<file path="src/rtl/battle_hp_datapath.sv">
// rtl/battle_hp_datapath.sv - HP targets, drained HP display, damage/heal/catch results for the battle FSM
// Targets move at once on a strobe; the displayed HP walks one point per drain tick toward them.
module battle_hp_datapath #(
  parameter int HP_W       = 8,
  parameter int MAX_HP     = 100,
  parameter int P_ATK      = 12,
  parameter int AI_ATK     = 10,
  parameter int HEAL_AMT   = 20,
  parameter int CATCH_BIAS = 16,
  parameter int DMG_VAR_EN = 1,
  parameter int DRAIN_DIV  = 4
) (
  input  logic            clk,
  input  logic            reset_n,
  input  logic            load_ai_hp,
  input  logic            apply_ai_damage,
  input  logic            apply_p_damage,
  input  logic            p_heal,
  input  logic            catch,
  output logic [HP_W-1:0] p_hp,
  output logic [HP_W-1:0] ai_hp,
  output logic            p_dead,
  output logic            ai_dead,
  output logic            catch_success,
  output logic [3:0]      catch_tries,
  output logic            busy
);

  localparam int HW1   = HP_W + 1;
  localparam int DIV_W = (DRAIN_DIV > 1) ? $clog2(DRAIN_DIV) : 1;
  localparam int CW    = (HP_W > 7) ? HP_W + 2 : 10;

  localparam logic [HP_W-1:0]  MAX_V    = HP_W'(MAX_HP);
  localparam logic [HW1-1:0]   MAX_W    = HW1'(MAX_HP);
  localparam logic [HW1-1:0]   HEAL_W   = HW1'(HEAL_AMT);
  localparam logic [HW1-1:0]   P_ATK_W  = HW1'(P_ATK);
  localparam logic [HW1-1:0]   AI_ATK_W = HW1'(AI_ATK);
  localparam logic [CW-1:0]    BIAS_W   = CW'(CATCH_BIAS);
  localparam logic [DIV_W-1:0] DIV_LAST = DIV_W'(DRAIN_DIV - 1);

  function automatic logic [HP_W-1:0] sat_sub(input logic [HP_W-1:0] t, input logic [HW1-1:0] d);
    logic [HW1-1:0] te;
    te = {1'b0, t};
    return (te > d) ? HP_W'(te - d) : '0;
  endfunction

  function automatic logic [HP_W-1:0] heal_to(input logic [HP_W-1:0] t);
    logic [HW1-1:0] s;
    s = {1'b0, t} + HEAL_W;
    return (s > MAX_W) ? MAX_V : HP_W'(s);
  endfunction

  function automatic logic [HP_W-1:0] step_to(input logic [HP_W-1:0] h, input logic [HP_W-1:0] t);
    if (h < t)      return h + 1'b1;
    else if (h > t) return h - 1'b1;
    else            return h;
  endfunction

  logic [HP_W-1:0]  p_tgt_q, p_tgt_d, ai_tgt_q, ai_tgt_d;
  logic [HP_W-1:0]  p_hp_q, p_hp_d, ai_hp_q, ai_hp_d;
  logic             p_dead_q, p_dead_d, ai_dead_q, ai_dead_d;
  logic             catch_q, catch_d, busy_q, busy_d;
  logic [3:0]       tries_q, tries_d;
  logic [7:0]       lfsr_q, lfsr_d;
  logic [DIV_W-1:0] div_q, div_d;
  logic [HW1-1:0]   var_w, p_dmg, ai_dmg;
  logic             tick;

  always_comb begin
    var_w  = (DMG_VAR_EN != 0) ? HW1'(lfsr_q[2:0]) : '0;
    p_dmg  = P_ATK_W + var_w;
    ai_dmg = AI_ATK_W + var_w;

    // heal is applied before damage when both strobes land together
    p_tgt_d = p_tgt_q;
    if (p_heal)         p_tgt_d = heal_to(p_tgt_d);
    if (apply_p_damage) p_tgt_d = sat_sub(p_tgt_d, ai_dmg);

    ai_tgt_d = ai_tgt_q;
    if (load_ai_hp)           ai_tgt_d = MAX_V;
    else if (apply_ai_damage) ai_tgt_d = sat_sub(ai_tgt_q, p_dmg);

    // busy_q already equals "display differs from target" for the current state
    tick    = busy_q && (div_q == DIV_LAST);
    div_d   = (busy_q && !tick) ? div_q + 1'b1 : '0;
    p_hp_d  = tick ? step_to(p_hp_q, p_tgt_d) : p_hp_q;
    ai_hp_d = tick ? step_to(ai_hp_q, ai_tgt_d) : ai_hp_q;
    busy_d  = (p_hp_d != p_tgt_d) || (ai_hp_d != ai_tgt_d);

    p_dead_d  = p_dead_q || ((p_hp_q == '0) && (p_tgt_q == '0));
    ai_dead_d = load_ai_hp ? 1'b0 : (ai_dead_q || ((ai_hp_q == '0) && (ai_tgt_q == '0)));

    catch_d = ({{(CW-8){1'b0}}, lfsr_q} >= (CW'(ai_tgt_q) + BIAS_W));
    tries_d = (catch && (tries_q != 4'hF)) ? tries_q + 4'd1 : tries_q;
    lfsr_d  = {lfsr_q[6:0], lfsr_q[7] ^ lfsr_q[5] ^ lfsr_q[4] ^ lfsr_q[3]};
  end

  always_ff @(posedge clk or negedge reset_n) begin
    if (!reset_n) begin
      p_tgt_q   <= MAX_V;
      ai_tgt_q  <= MAX_V;
      p_hp_q    <= MAX_V;
      ai_hp_q   <= MAX_V;
      p_dead_q  <= 1'b0;
      ai_dead_q <= 1'b0;
      catch_q   <= 1'b0;
      busy_q    <= 1'b0;
      tries_q   <= 4'd0;
      lfsr_q    <= 8'hA5;
      div_q     <= '0;
    end else begin
      p_tgt_q   <= p_tgt_d;
      ai_tgt_q  <= ai_tgt_d;
      p_hp_q    <= p_hp_d;
      ai_hp_q   <= ai_hp_d;
      p_dead_q  <= p_dead_d;
      ai_dead_q <= ai_dead_d;
      catch_q   <= catch_d;
      busy_q    <= busy_d;
      tries_q   <= tries_d;
      lfsr_q    <= lfsr_d;
      div_q     <= div_d;
    end
  end

  assign p_hp          = p_hp_q;
  assign ai_hp         = ai_hp_q;
  assign p_dead        = p_dead_q;
  assign ai_dead       = ai_dead_q;
  assign catch_success = catch_q;
  assign catch_tries   = tries_q;
  assign busy          = busy_q;

endmodule

</file>
<file path="config.mk">
export PLATFORM = sky130hd
export DESIGN_NAME = battle_hp_datapath
export DESIGN_NICKNAME = d
export VERILOG_FILES = /design/src/rtl/battle_hp_datapath.sv
export SDC_FILE = /design/constraint.sdc
export NUM_CORES = 1
export LEC_CHECK = 0
export ABC_AREA = 1
export BUFFER_PORTS_ARGS = -buffer_cell sky130_fd_sc_hd__buf_2
export CORE_ASPECT_RATIO = 1.5
export CORE_MARGIN = 2
export CORE_UTILIZATION = 55
export CTS_CLUSTER_SIZE = 14
export DETAILED_ROUTE_END_ITERATION = 16
export PLACE_DENSITY_LB_ADDON = 0.12
export SLEW_MARGIN = 40
export SYNTH_ARGS = -nofsm -noshare
export SYNTH_HDL_FRONTEND = slang
export SYNTH_SLANG_ARGS = --single-unit
</file>
<file path="constraint.sdc">
create_clock -name clk -period 5.05 [get_ports clk]
set_input_delay 0.2525 -clock clk [delete_from_list [all_inputs] [get_ports clk]]
set_output_delay 0.2525 -clock clk [all_outputs]
set_load 0.01 [all_outputs]
</file>
==> metrics.txt, run 1 <==
outcome=finished clean; residual DRC count=0; CTS tree=done; Area Overhead vs Synth=19.9%; vias in the first global route=about 3.9k; # rows=39; Worst Hold Class=input port to async pin; top cell type by total area after synthesis=dfrtp_1; max-slew violation count=0; Routed wire per std cell=around 15 um; PnR worst setup slack=around 0.25 ns; total core area=between 0.007 and 0.008 sq mm; IO Pins=31; fmax=between 0.2 and 0.25 GHz; Synth area leaders=dfrtp_1 (20%), ha_1 (13%), nand2_1 (10%); ys flop type=dfrtp_1; VDD IR max=between 300 and 400 uV; max-cap violation count=0; Synth Area per Inst=7.42 sq um; CP delay by family, top=simple AND/OR/NAND/NOR gates; Vias/cell=5.40; CTS hold repair buffers=0; die height=roughly 110 um; Critical Path RT=5.23 ns; net count after synthesis=631; Hold Vio Cnt, Final=0; count leader, synth=nand2_1; Clock Tree Root=clkbuf_16; Final setup viols=0; largest net degree at the start of global routing=a little over 50; Vias=4011; width of the die=about 76 um; Fillers=639; area of the multi-input gates=between 0.002 and 0.003 sq mm; PD cells=about 640 mW/mm^2; critical path arrival=about 5.0 ns; Buf/Inv on CP=6; Cell Area, Placed=0.00461 sq mm; Reg clk slew, reported paths=approximately 0.070 ns; Post-synth EDFFs=0; Final #Nets=between 600 and 700; yosys warns=0; register area share after synthesis=0.297; total global-route track usage=0.260; hpwl dp=roughly 8400 um; Rel. slew slack=0.563; Synth async-reset ratio=1.00; CP max stage delay=approximately 0.6 ns; Crit. End Element=flop; Worst setup SP type=flop; Leak Pwr=between 2 and 3 nW; CTS buffer count=5; GP Congestion=a little under 1; Post-synth top cells=nand2_1 (116), inv_1 (104), nand3_1 (55); Tcrit/Tclk final=0.950; Worst-Margin Slew=about 0.66 ns; Synth cell types=between 40 and 50; Initial Utilization=0.566; GRT overflow=0; DR pass1 iterations=5; final hold slack=between 0.06 and 0.07 ns; first-pass GRT wire length=about 18000 um; Register Area=approximately 0.0013 sq mm; H-tree depth=2; DIE AREA=roughly 0.0085 sq mm; Place WS=-0.0603 ns; worst-path fanout max=7; Post-Syn Instances=577; CTS max path bufs=2; Routed WL=11200 um; worst skew pair latency=just under 0.3 ns; IO buf count=30; Worst path slowest cell=dfstp_2; post-route ant nets=0; #FFs+latches synth=50; post-synth top area share=0.199; Setup TNS Final=0 ns; Mapped Area=approximately 0.0043 sq mm; diode count=0; initial antenna violation count=0; final instance area=just over 0.005 sq mm; Initial DRC Count=205; Crit Path Class=flop to flop; clk sinks=50; Final Skew=0.00737 ns; min Tclk post-route=4.80 ns; layout cells sized above 1=0.267
[through the flow]
stage	power (mW)	instances	utilization
final	3.27	743	0.678
after global routing	3.54	743	0.678
after CTS	2.88	724	0.629
after detailed placement	2.51	716	0.609
after global placement	2.47	716	0.609
after floorplan	2.03	577	-
[report_power, final]
part           total [mW]  internal (mW)  switching (mW)  leakage (nW)
registers           0.737          0.543           0.193         0.594
logic                2.18          0.878            1.30          2.00
clock network       0.348          0.197           0.151        0.0739
[what timing repair did]
| action | 4_1_cts | 5_1_grt |
|---|---|---|
| cloned | 0 | 0 |
| resized for setup | 1 | 56 |
| buffers inserted | 0 | 19 |
| endpoints found under the setup margin | 1 | 9 |
| pin swaps | 0 | 30 |
[worst paths after layout]
kind	cells after the start	from	slack (ns)	to
setup / recovery	36	p_tgt_q[2]	0.25	busy
hold / removal	2	reset_n	0.06	catch_success
setup reg to reg	36	p_tgt_q[2]	0.25	busy
hold reg to reg	0	lfsr_q[6]	0.39	lfsr_q[7]
max in group asynchronous	2	reset_n	4.49	p_tgt_q[3]
min in group clk	2	load_ai_hp	0.20	ai_dead
[registers in the layout (all words and copies together) (netlist names)]
name and flops:
ai_hp 8, ai_tgt_q 8, lfsr_q 8, p_hp 8, p_tgt_q 8, catch_tries 4, div_q 2, ai_dead 1
busy 1, catch_success 1, p_dead 1
[placed cells by master, fill, tap and decap left out, drive strengths merged, types with 3 or more instances in the layout]
cell,instances
a211oi,5
a21oi,26
buf,60
clkbuf,7
dfrtp,34
dfstp,16
ha,45
inv,106
nand2,140
nand3,60
nand3b,3
nand4,18
nor2,52
nor3,7
o21ai,11
o22ai,3
or2,3
xnor2,11
xor2,16
[routing by layer]
metal | global-route usage | part of all wire | up-vias
met1 | 0.271 | 0.37 | 1898
met2 | 0.508 | 0.56 | 98
met3 | 0.0289 | 0.029 | 34
li1 | - | - | 1981
met4 | 0.133 | 0.044 | 0
met5 | 0 | 0 | -
[cells by family (layout without fill, tap and decap cells)]
| group | after synthesis | in the layout | share of synthesized area |
|---|---|---|---|
| buffers and inverters | 111 | 175 | 0.102 |
| XOR/XNOR | 27 | 27 | 0.0552 |
| AO/OA/AOI/OAI | 56 | 56 | 0.0859 |
| adder cells (fa/ha/maj) | 47 | 47 | 0.141 |
| AND/OR/NAND/NOR | 286 | 286 | 0.319 |
| flip-flops | 50 | 50 | 0.297 |
[final cells by class]
cell class | instances | area share
inverter | 107 | 0.0790
sequential | 50 | 0.248
multi-input combinational | 416 | 0.546
tap | 102 | 0.0249
clock inverter | 1 | 0.000975
timing repair buffer | 60 | 0.0732
clock buffer | 7 | 0.0278
Note: power is estimated with default switching activity, not from simulation.
==> run 2: changes to the inputs <==
--- a/config.mk
+++ b/config.mk
@@ -12,7 +12,7 @@
 export CORE_UTILIZATION = 55
 export CTS_CLUSTER_SIZE = 14
 export DETAILED_ROUTE_END_ITERATION = 16
-export PLACE_DENSITY_LB_ADDON = 0.12
+export PLACE_DENSITY = 0.74
 export SLEW_MARGIN = 40
 export SYNTH_ARGS = -nofsm -noshare
 export SYNTH_HDL_FRONTEND = slang
==> constraint.sdc (replaced) <==
create_clock -name clk -period 4.56 [get_ports clk]
set_input_delay 0.228 -clock clk [delete_from_list [all_inputs] [get_ports clk]]
set_output_delay 0.228 -clock clk [all_outputs]
set_load 0.01 [all_outputs]
==> run 2 against run 1 <==
The run now ends with setup timing left. Sequential cell count stayed put. Highest routed layer unchanged. Largest cell class unchanged. Global-route usage is 2.2 points higher. Critical endpoint unchanged. Hold slack worse by 0.014 ns.
==> metrics.txt, run 2 (synthesis results as in run 1) <==
outcome=finished with violations; failing checks=setup timing; min Tclk post-route=4.59 ns (-0.212 ns); layout cells sized above 1=0.367 (+0.0999); H-tree depth=2 (unchanged); total core area=0.00756 sq mm (unchanged); Clock Tree Root=clkbuf_16; Final setup viols=1 (+1); critical path arrival=4.77 ns (-0.21 ns); residual DRC count=0 (unchanged); Final Skew=0.00402 ns (-0.00335 ns); Routed wire per std cell=15.2 um (+0.22%); Worst path slowest cell=dfstp_2; most common cell after layout, fill and taps aside=inv_1; CTS buffer count=5 (unchanged); CTS max path bufs=2 (unchanged); # rows=39 (unchanged); Initial DRC Count=186 (-9.3%); vias in the first global route=4387 (+11%); CTS hold repair buffers=0 (unchanged); max-slew violation count=0 (unchanged); Crit Path Class=flop to flop; first-pass GRT wire length=19500 um (+9.0%); worst-path fanout max=5 (-2); IO buf count=30 (unchanged); GP Congestion=0.954 (-1.8%); Worst setup SP type=flop; post-route ant nets=0 (unchanged); final instance area=0.00570 sq mm (+11%); Vias/cell=5.37 (-0.53%); Critical Path RT=4.74 ns (-0.49 ns); GRT overflow=0 (unchanged); width of the die=76.0 um (unchanged); Reg clk slew, reported paths=0.07 ns (about the same); PnR worst setup slack=-0.0278 ns (-0.278 ns); Rel. slew slack=0.549 (-0.0136); hpwl dp=8620 um (+2.5%); clk sinks=50 (unchanged); total global-route track usage=0.283 (+0.0223); Leak Pwr=2.94 nW (+10%); PD cells=738 mW/mm^2 (+16%); Hold Vio Cnt, Final=0 (unchanged); Initial Utilization=0.566 (unchanged); die height=112 um (unchanged); Crit path top cell by count=nand2_2; Tcrit/Tclk final=1.01 (+0.0556); Final Util=0.754 (+0.0751); Crit. End Element=flop; DR pass1 iterations=5 (unchanged); DIE AREA=0.00852 sq mm (unchanged); Vias=4253 (+6.0%); max-cap violation count=0 (unchanged); Area Overhead vs Synth=33.1%; Cell Area, Placed=0.00494 sq mm (+7.2%); initial antenna violation count=0 (unchanged); CP max stage delay=0.59 ns (-0.02 ns); VDD IR max=377 uV (-1.9%); Routed WL=12000 um (+6.8%); RSZ-0062 raised after global routing=yes; diode count=0 (unchanged); Worst Hold Class=input port to async pin; CTS tree=done; most frequent cells in the layout=inv_1 (94), nand2_1 (90), buf_4 (72); Worst-Margin Slew=0.676 ns (+0.0204 ns); Final #Nets=743 (+7.1%); largest net degree at the start of global routing=51 (unchanged); worst skew pair latency=0.29 ns (about the same); IO Pins=31 (unchanged); fmax=0.218 GHz (+4.6%)
run 2: changes by cell type in the layout (fill, tap and decap cells not counted), sizes merged:
cell / change
buf: +48
clkinvlp: -1
inv: +1
nand2: +1
run 2: path summary, 6_finish.rpt:
| kind | start | to | slack [ns] | cells past startpoint |
|---|---|---|---|---|
| worst max-delay path | p_tgt_q[2] | busy | -0.03 | 32 |
| worst min-delay path | reset_n | p_tgt_q[7] | 0.05 | 2 |
| worst max register to register | p_tgt_q[2] | busy | -0.03 | 32 |
| worst min register to register | lfsr_q[6] | lfsr_q[7] | 0.38 | 0 |
| max in group asynchronous | reset_n | lfsr_q[1] | 4.05 | 2 |
| min in group clk | load_ai_hp | ai_dead | 0.19 | 2 |
run 2: repair_timing:
item / in CTS / in global routing
gates cloned: 1 / 0
buffers inserted: 20 / 6
hold endpoints to repair: 0 / 0
resized for setup: 46 / 54
setup endpoints to repair: 4 / 10
pin swaps: 32 / 35
run 2: metal layers:
| layer | vias to the layer above | share of wire | track usage |
|---|---|---|---|
| li1 | 2084 | - | - |
| met5 | - | 0 | 0 |
| met2 | 114 | 0.56 | 0.558 |
| met1 | 2011 | 0.37 | 0.283 |
| met3 | 44 | 0.021 | 0.0241 |
| met4 | 0 | 0.051 | 0.168 |
run 2: where the power goes:
| group | leakage [nW] | switching, mW | internal, mW |
|---|---|---|---|
| clock | 0.0801 | 0.169 | 0.235 |
| sequential | 0.595 | 0.220 | 0.601 |
| combinational | 2.26 | 1.64 | 1.34 |
run 2: worst max-delay path: cells and delay by family, from the launching register on:
kind                       cells  cell delay, ns
AOI/OAI and AO/OA              6            1.08
adders and majority gates      2            0.60
buffers and inverters          4            0.47
DFF                            1            0.59
and+or+nand+nor               20            1.73
run 2: area by class of cell:
cell class | instances | area, sq um
clock buffers | 7 | 153
clock inverters | 1 | 8.76
fillers | 537 | 1860
inverters | 107 | 402
multi-input cells | 417 | 2980
flip-flops and latches | 50 | 1270
well taps | 102 | 128
repair buffers | 108 | 758
run 2: per-stage QoR:
| stage | power [mW] | hold WS, ns | std cells | setup slack [ns] | setup TNS (ns) |
|---|---|---|---|---|---|
| 2_1_floorplan | 2.28 | -0.0676 | 577 | 0.00584 | 0 |
| 3_3_place_gp | 3.04 | 0.368 | 758 | -0.174 | -0.174 |
| 3_5_place_dp | 3.10 | 0.370 | 758 | -0.296 | -0.334 |
| 4_1_cts | 3.91 | 0.0738 | 786 | -0.0418 | -0.0418 |
| 5_1_grt | 4.54 | 0.116 | 792 | -0.391 | -0.893 |
| 6_report | 4.21 | 0.0488 | 792 | -0.0278 | -0.0278 |
==> run 3: changes to the inputs <==
--- a/config.mk
+++ b/config.mk
@@ -6,13 +6,14 @@
 export NUM_CORES = 1
 export LEC_CHECK = 0
 export ABC_AREA = 1
-export BUFFER_PORTS_ARGS = -buffer_cell sky130_fd_sc_hd__buf_2
+export CAP_MARGIN = 20
 export CORE_ASPECT_RATIO = 1.5
 export CORE_MARGIN = 2
 export CORE_UTILIZATION = 55
 export CTS_CLUSTER_SIZE = 14
 export DETAILED_ROUTE_END_ITERATION = 16
-export PLACE_DENSITY = 0.74
+export DONT_BUFFER_PORTS = 1
+export PLACE_DENSITY = 0.7
 export SLEW_MARGIN = 40
 export SYNTH_ARGS = -nofsm -noshare
 export SYNTH_HDL_FRONTEND = slang
==> run 3 against run 2 <==
Wire length is 1.5% higher. Clock power is 5.4% higher. Sequential power is 6.3% higher. Final cell count is 3.5% lower. Worst setup slack worse by 0.15 ns. Sequential cell count stayed put. Highest routed layer unchanged. The flow still finishes with violations (setup timing).
==> metrics.txt, run 3 (synthesis results as in run 1) <==
Rel. slew slack=0.623 (+0.0731); final hold slack=0.0996 ns (+0.0508 ns); first-pass GRT wire length=19200 um (-1.4%); RR Endpoint=busy; Final Util=0.727 (-0.0261); Area Overhead vs Synth=28.5%; layout cells sized above 1=0.316 (-0.0510); post-route ant nets=0 (unchanged); reg-to-reg slack, setup=-0.18 ns (-0.15 ns); critical path arrival=4.92 ns (+0.15 ns); hpwl dp=8640 um (+0.20%); Crit Path Class=flop to flop; GRT overflow=0 (unchanged); Worst path slowest cell=dfstp_2; worst reg2reg startpoint=p_tgt_q[2]; CTS tree=done; DR pass1 iterations=4 (-1); die height=112 um (unchanged); Routed WL=12200 um (+1.5%); Hold Vio Cnt, Final=0 (unchanged); IO Pins=31 (unchanged); most common cell after layout, fill and taps aside=inv_1; PD cells=767 mW/mm^2 (+4.0%); Leak Pwr=2.81 nW (-4.4%); Worst Hold Class=input port to flop; Initial DRC Count=231 (+24%); fmax=0.211 GHz (-3.1%); Critical Path RT=4.75 ns (about the same); Worst-Margin Slew=0.566 ns (-0.110 ns); largest net degree at the start of global routing=51 (unchanged); diode count=0 (unchanged); residual DRC count=0 (unchanged); DIE AREA=0.00852 sq mm (unchanged); Vias=4201 (-1.2%); Fillers=582 (+8.4%); Min-Delay Path Depth=2; CTS max path bufs=2 (unchanged); cells on worst reg2reg path=37 (+16%); Critical Path End=busy; clk sinks=50 (unchanged); PnR worst setup slack=-0.175 ns (-0.148 ns); outcome=finished with violations; IO buf count=0 (-100%); CTS buffer count=5 (unchanged); max-slew violation count=0 (unchanged); Clock Tree Root=clkbuf_16; H-tree depth=2 (unchanged); Initial Utilization=0.566 (unchanged); VDD IR max=428 uV (+13%); # rows=39 (unchanged); total core area=0.00756 sq mm (unchanged); Final setup viols=1 (unchanged); Worst setup startpoint=p_tgt_q[2]; failing checks=setup timing; CP max stage delay=0.58 ns (about the same); Crit path top cell by count=nand2_1; width of the die=76.0 um (unchanged); vias in the first global route=4263 (-2.8%); max-cap violation count=0 (unchanged); Reg clk slew, reported paths=0.07 ns (about the same); most frequent cells in the layout=inv_1 (96), nand2_1 (95), buf_4 (73); Crit. End Element=flop; Final #Nets=715 (-3.8%); RSZ-0062 raised after global routing=yes; GP Congestion=0.940 (-1.4%); worst skew pair latency=0.30 ns (about the same); Final Skew=0.00337 ns (-0.000644 ns); Routed wire per std cell=16.0 um (+5.3%); Vias/cell=5.50 (+2.4%); min Tclk post-route=4.74 ns (+0.148 ns); worst-path fanout max=7 (+2); total global-route track usage=0.280 (-0.00286); initial antenna violation count=0 (unchanged); Tcrit/Tclk final=1.04 (+0.0324); total chip power=4.22 mW (+0.37%); Worst setup SP type=flop
## run 3: repair_timing
item | CTS | global route
hold buffers | 3 | 0
resized for setup | 27 | 48
hold endpoints to repair | 51 | 0
cloned | 1 | 0
setup buffers | 20 | 7
pin swaps | 23 | 41
endpoints found under the setup margin | 6 | 10
## run 3: layout make-up
cell class                 count  area, sq um  area share
clock inverter                 1         30.0     0.00546
sequential                    50         1270       0.231
tap                          102          128      0.0232
clock buffer                   7          133      0.0241
multi-input combinational    417         2890       0.526
timing repair buffer          80          641       0.116
inverter                     107          405      0.0737
## run 3: report_power, final
group          internal, mW  switching (mW)  leakage [nW]
Clock                 0.260           0.166        0.0781
Combinational          1.34            1.58          2.14
Sequential            0.601           0.273         0.595
Total                  2.20            2.02          2.81
## run 3: worst min path at each step
| stage | from | to | slack (ns) |
|---|---|---|---|
| 2_1_floorplan | reset_n | ai_dead | -0.07 |
| 3_3_place_gp | reset_n | lfsr_q[1] | -0.07 |
| 3_5_place_dp | reset_n | lfsr_q[1] | -0.07 |
| 4_1_cts | apply_ai_damage | ai_tgt_q[2] | 0.1 |
| 5_1_grt | load_ai_hp | ai_tgt_q[6] | 0.09 |
| 6_report | load_ai_hp | ai_tgt_q[6] | 0.1 |
## run 3: routing by layer
| layer | global-route usage | wire length, um |
|---|---|---|
| met5 | 0 | 0 |
| met4 | 0.126 | 527 |
| met3 | 0.0458 | 433 |
| met2 | 0.576 | 6880 |
| met1 | 0.263 | 4350 |
## run 3: metrics by stage
step           std cells  worst slack [ns]  setup TNS [ns]  area [sq um]
6_report             764            -0.175          -0.175          5500
5_1_grt              764            -0.418          -0.971          5500
4_1_cts              757           -0.0626         -0.0626          5270
3_5_place_dp         725            -0.257          -0.265          4770
3_3_place_gp         725            -0.115          -0.115          4770
2_1_floorplan        577           0.00584               0          4300
## run 3: critical path: cells and delay by family (launching register included)
kind            cells  cell delay (ns)
flops               1             0.58
buf+inv             9             0.85
simple gates       21             1.78
fa+ha+maj           3             0.73
compound gates      4             0.69
